## config.mk

```make
export PLATFORM = sky130hd
export DESIGN_NAME = input_conditioner
export DESIGN_NICKNAME = d
export VERILOG_FILES = /design/src/rtl/cond_pkg.sv /design/src/rtl/debounce_channel.sv /design/src/rtl/input_conditioner.sv
export SDC_FILE = /design/constraint.sdc
export NUM_CORES = 1
export LEC_CHECK = 0
export ABC_AREA = 1
export BUFFER_PORTS_ARGS = -buffer_cell sky130_fd_sc_hd__buf_2
export CELL_PAD_IN_SITES_DETAIL_PLACEMENT = 0
export CELL_PAD_IN_SITES_GLOBAL_PLACEMENT = 1
export CORE_MARGIN = 3
export CORE_UTILIZATION = 40
export DETAILED_ROUTE_END_ITERATION = 16
export PLACE_DENSITY_LB_ADDON = 0.3
export SETUP_SLACK_MARGIN = 0.3
export SYNTH_ARGS = -nofsm -noshare
export SYNTH_HDL_FRONTEND = slang
export SYNTH_SLANG_ARGS = --single-unit
```

## constraint.sdc

```tcl
create_clock -name clk -period 3.03 [get_ports clk]
set_clock_uncertainty 0.2 [all_clocks]
set_input_delay 0.4545 -clock clk [delete_from_list [all_inputs] [get_ports clk]]
set_output_delay 0.4545 -clock clk [all_outputs]
set_load 0.005 [all_outputs]
```

## src/rtl/cond_pkg.sv

```systemverilog
// Shared constants and channel-output bundle for the input conditioner.
package cond_pkg;

   localparam int SYNC_STAGES_DEF = 2;
   localparam int DB_CYCLES_DEF   = 16;

   typedef struct packed {
      logic clean;
      logic rise;
      logic fall;
   } chan_out_t;

endpackage

```

## src/rtl/debounce_channel.sv

```systemverilog
// One conditioned input: synchronizer chain, debounce counter and
// registered rise/fall pulses.
module debounce_channel
   import cond_pkg::*;
#(
   parameter int SYNC_STAGES = SYNC_STAGES_DEF,
   parameter int DB_CYCLES   = DB_CYCLES_DEF
) (
   input  logic      clk,
   input  logic      rstN,
   input  logic      raw,
   output chan_out_t out
);

   localparam int CNT_W = $clog2(DB_CYCLES);
   localparam logic [CNT_W-1:0] CNT_MAX = CNT_W'(DB_CYCLES - 1);

   logic [SYNC_STAGES-1:0] sync_q;
   logic [CNT_W-1:0]       cnt_q;
   logic [CNT_W-1:0]       cnt_d;
   logic                   clean_q;
   logic                   rise_q;
   logic                   fall_q;
   logic                   sync;
   logic                   differ;
   logic                   hit;

   assign sync   = sync_q[SYNC_STAGES-1];
   assign differ = sync != clean_q;
   assign hit    = differ && (cnt_q == CNT_MAX);

   // Any cycle of agreement restarts the count, so bounce never accumulates.
   always_comb begin
      cnt_d = '0;
      if (differ && !hit) begin
         cnt_d = cnt_q + 1'b1;
      end
   end

   always_ff @(posedge clk) begin
      if (!rstN) begin
         sync_q  <= '0;
         cnt_q   <= '0;
         clean_q <= 1'b0;
         rise_q  <= 1'b0;
         fall_q  <= 1'b0;
      end else begin
         sync_q  <= {sync_q[SYNC_STAGES-2:0], raw};
         cnt_q   <= cnt_d;
         clean_q <= hit ? sync : clean_q;
         rise_q  <= hit && sync;
         fall_q  <= hit && !sync;
      end
   end

   assign out.clean = clean_q;
   assign out.rise  = rise_q;
   assign out.fall  = fall_q;

endmodule

```

## src/rtl/input_conditioner.sv

```systemverilog
// Two independent debounced inputs feeding the downstream FSM a/b inputs.
module input_conditioner
   import cond_pkg::*;
#(
   parameter int SYNC_STAGES = SYNC_STAGES_DEF,
   parameter int DB_CYCLES   = DB_CYCLES_DEF
) (
   input  logic clk,
   input  logic rstN,
   input  logic raw_a,
   input  logic raw_b,
   output logic clean_a,
   output logic clean_b,
   output logic rise_a,
   output logic rise_b,
   output logic fall_a,
   output logic fall_b
);

   chan_out_t ch_a;
   chan_out_t ch_b;

   debounce_channel #(
      .SYNC_STAGES(SYNC_STAGES),
      .DB_CYCLES  (DB_CYCLES)
   ) u_a (
      .clk (clk),
      .rstN(rstN),
      .raw (raw_a),
      .out (ch_a)
   );

   debounce_channel #(
      .SYNC_STAGES(SYNC_STAGES),
      .DB_CYCLES  (DB_CYCLES)
   ) u_b (
      .clk (clk),
      .rstN(rstN),
      .raw (raw_b),
      .out (ch_b)
   );

   assign clean_a = ch_a.clean;
   assign rise_a  = ch_a.rise;
   assign fall_a  = ch_a.fall;
   assign clean_b = ch_b.clean;
   assign rise_b  = ch_b.rise;
   assign fall_b  = ch_b.fall;

endmodule

```

==> run_results.csv <==
group,metric,value,unit
logic_synthesis,synth-xor-area-share,2.67,%
finish,post-route-cell-area,744,µm²
finish,drive_above_1_share,22.1,%
floorplan,ios,10,
pwr,power.share.switching,19.2,%
worst_setup_path,critPathRequiredTime,2380,ps
logic_synthesis,synth_compound_area_share,4.20,%
clocking,h-tree-depth,1,
clocking,clockRootBuffer,"clkbuf_4",
global_routing,track_usage,11.0,%
sta,fmax,669,MHz
worst_setup_path,slowest_delay,410,ps
worst_setup_path,r2r-start,"u_a.cnt_q[0]",
run_status,outcome,"finished, final reports clean",
pwr,power.internal,0.000317,W
placement,dp_slack,1750,ps
logic_synthesis,yosys.area.top_type,"dfxtp_1",
detailed_routing,drt-initial-drc-count,10,
sta,tns,0,ps
placement,postPlaceCellArea,708,µm²
sta,report.final.slew_viol_count,0,
pwr,p_seq_share,61.6,%
global_routing,grt_max_degree,11,
logic_synthesis,syn-mean-instance-area,8.86,µm²
pwr,combPwrFrac,2.6,%
sta,setup_ws,1540,ps
finish,syn_to_final_growth,13.5,%
worst_setup_path,startpoint,"u_a.clean_q",
logic_synthesis,yosysSeqAreaShare,55.0,%
clocking,cts_resized,0,
logic_synthesis,synth_area_leaders,"dfxtp_1 (55%), nand2_1 (6.9%), nor2_1 (6.3%)",
clocking,cts_hold_buf,0,
floorplan,die_width,46.5,µm
global_routing,grtUsageMet3,5.86,%
logic_synthesis,yosys_warnings,0,
global_routing,grtUsageMet1,14.7,%
worst_setup_path,cpMaxStageDelayCell,"dfxtp_1",
logic_synthesis,synthCells,74,
sta,tightest_slew,183,ps
sta,slew_headroom,87.8,%
clocking,clk_pin_slew,90,ps
pwr,power.density,528,mW/mm²
worst_setup_path,path_buf_inv,1,
clocking,post-cts-setup-buffers,0,
logic_synthesis,synthAdderAreaFrac,3.82,%
detailed_routing,drcViolationCount,0,
floorplan,rows,13,
clocking,cts_buffers,3,
detailed_routing,wl,901,µm
detailed_routing,wl_per_cell,8.92,µm
pwr,ir_worst_vdd,335,µV
sta,setup_violations,0,
detailed_routing,dr.pass1.iters,4,
logic_synthesis,syn-num-nets,80,
worst_setup_path,critPathCaptureType,"output port",
logic_synthesis,synthDominantCellAreaShare,55.0,%
global_routing,grt.busiest_layer,"met1",
worst_setup_path,start_kind,"flip-flop",
placement,dp_cells,97,
placement,place_congestion,0.660,
logic_synthesis,synthSimpleGateAreaFrac,27.1,%
clocking,cts_buffer_depth,2,
worst_hold_path,min_from,"raw_a",
pwr,switchingPower,0.0000755,W
detailed_routing,viasPerCell,4.66,
worst_setup_path,path_class,"flip-flop to output port",
floorplan,initial_core_util,46.3,%
logic_synthesis,synth-seq-cells,18,
global_routing,antenna_found_initial,0,
global_routing,gr-usage-met2,12.4,%
global_routing,grt_pass1_vias,376,
worst_setup_path,cp_top_family,"flip-flops",
global_routing,grt_pass1_wl,1530,µm
clocking,clock_latency,280,ps
logic_synthesis,synth_cell_types,16,
worst_setup_path,cp.arrival,840,ps
clocking,clock-sinks,18,
sta,rsz0062_at_grt,"no",
placement,numPortBuffers,9,
sta,hold_viol,0,
worst_setup_path,cp_max_fo,5,
floorplan,dieArea,0.00216,mm²
placement,place_hpwl,714,µm
pwr,total_power,0.000393,W
floorplan,core,0.00142,mm²
finish,layout_commonest_cell,"dfxtp_1",
finish,antenna_cells,0,
detailed_routing,vias,471,
logic_synthesis,synth_top_family_by_area,"simple AND/OR/NAND/NOR gates",
sta,finalCritPeriodShare,49.3,%
worst_setup_path,crit_chain,"buf_2",
detailed_routing,drt.antenna.violating_nets,0,
clocking,cts_tree,"done",
floorplan,die_h,46.5,µm
finish,final_nets,93,
finish,instances_no_fill,101,
logic_synthesis,synth.area.mux_share,0,%
worst_hold_path,hold_path.class,"primary input to flip-flop",
pwr,power.static_leakage,0.340,nW
global_routing,overflow,0,
run,cap_violations,0,
logic_synthesis,netlist_area,656,µm²
sta,fin_crit,1490,ps
finish,final_cell_mix,"dfxtp_1 (18), nand2_1 (12), nor2_1 (11)",
pwr,pwr-share-clk,35.8,%
power groups by stage:
stage	clock, W	sequential (W)	combinational [W]
after floorplan	0	0.000247	0.00000894
after global placement	0	0.000247	0.0000101
after detailed placement	0	0.000247	0.0000103
after CTS	0.000147	0.000242	0.0000104
after global routing	0.000158	0.000242	0.0000119
final	0.000141	0.000242	0.0000101
layer usage:
layer,up-vias,wire length [µm]
li1,258,-
met3,2,84
met2,16,323
met1,195,477
met5,-,0
met4,0,15
area by class of cell:
type                       count  area (µm²)
tap                           15        18.8
timing repair buffer           9        45.0
inverter                       9        36.3
clock buffer                   4        36.3
fill                         142         671
sequential                    18         360
multi-input combinational     46         248
through the flow:
stage                     hold WS, ps  utilization [%]
final                             149             52.6
after global routing              150             52.6
after CTS                         140             52.6
after detailed placement          201             50.0
after global placement            197             50.0
after floorplan                   190                -
synth_stat cells:
| master | number |
|---|---|
| a21oi_2 | 2 |
| buf_6 | 1 |
| dfxtp_1 | 18 |
| ha_1 | 2 |
| inv_1 | 8 |
| inv_4 | 1 |
| nand2_1 | 12 |
| nand3_1 | 6 |
| nand3_2 | 2 |
| nand4_1 | 2 |
| nor2_1 | 11 |
| nor2_2 | 1 |
| nor3_1 | 2 |
| o21ai_0 | 2 |
| or2_1 | 2 |
| xnor2_1 | 2 |
kinds of logic (layout without fill, tap and decap cells):
family	count (synthesis)	in the layout
buffers and inverters	10	22
DFF	18	18
and+or+nand+nor	38	38
AOI/OAI and AO/OA	4	4
adders and majority gates	2	2
xor gates and xnor gates	2	2
state kept, by name (all words and copies together), names as in the netlist:
signal       cells
u_a.clean_q      1
u_a.cnt_q        4
u_a.fall_q       1
u_a.rise_q       1
u_a.sync_q       2
u_b.clean_q      1
u_b.cnt_q        4
u_b.fall_q       1
u_b.rise_q       1
u_b.sync_q       2
worst paths after layout:
check / endpoint / slack [ps] / cells after the start
setup / recovery: clean_a / 1540 / 1
hold / removal: u_a.sync_q[0] / 150 / 3
setup reg to reg: u_a.rise_q / 1770 / 5
hold reg to reg: u_a.sync_q[1] / 220 / 2
Note: power is estimated with default switching activity, not from simulation.
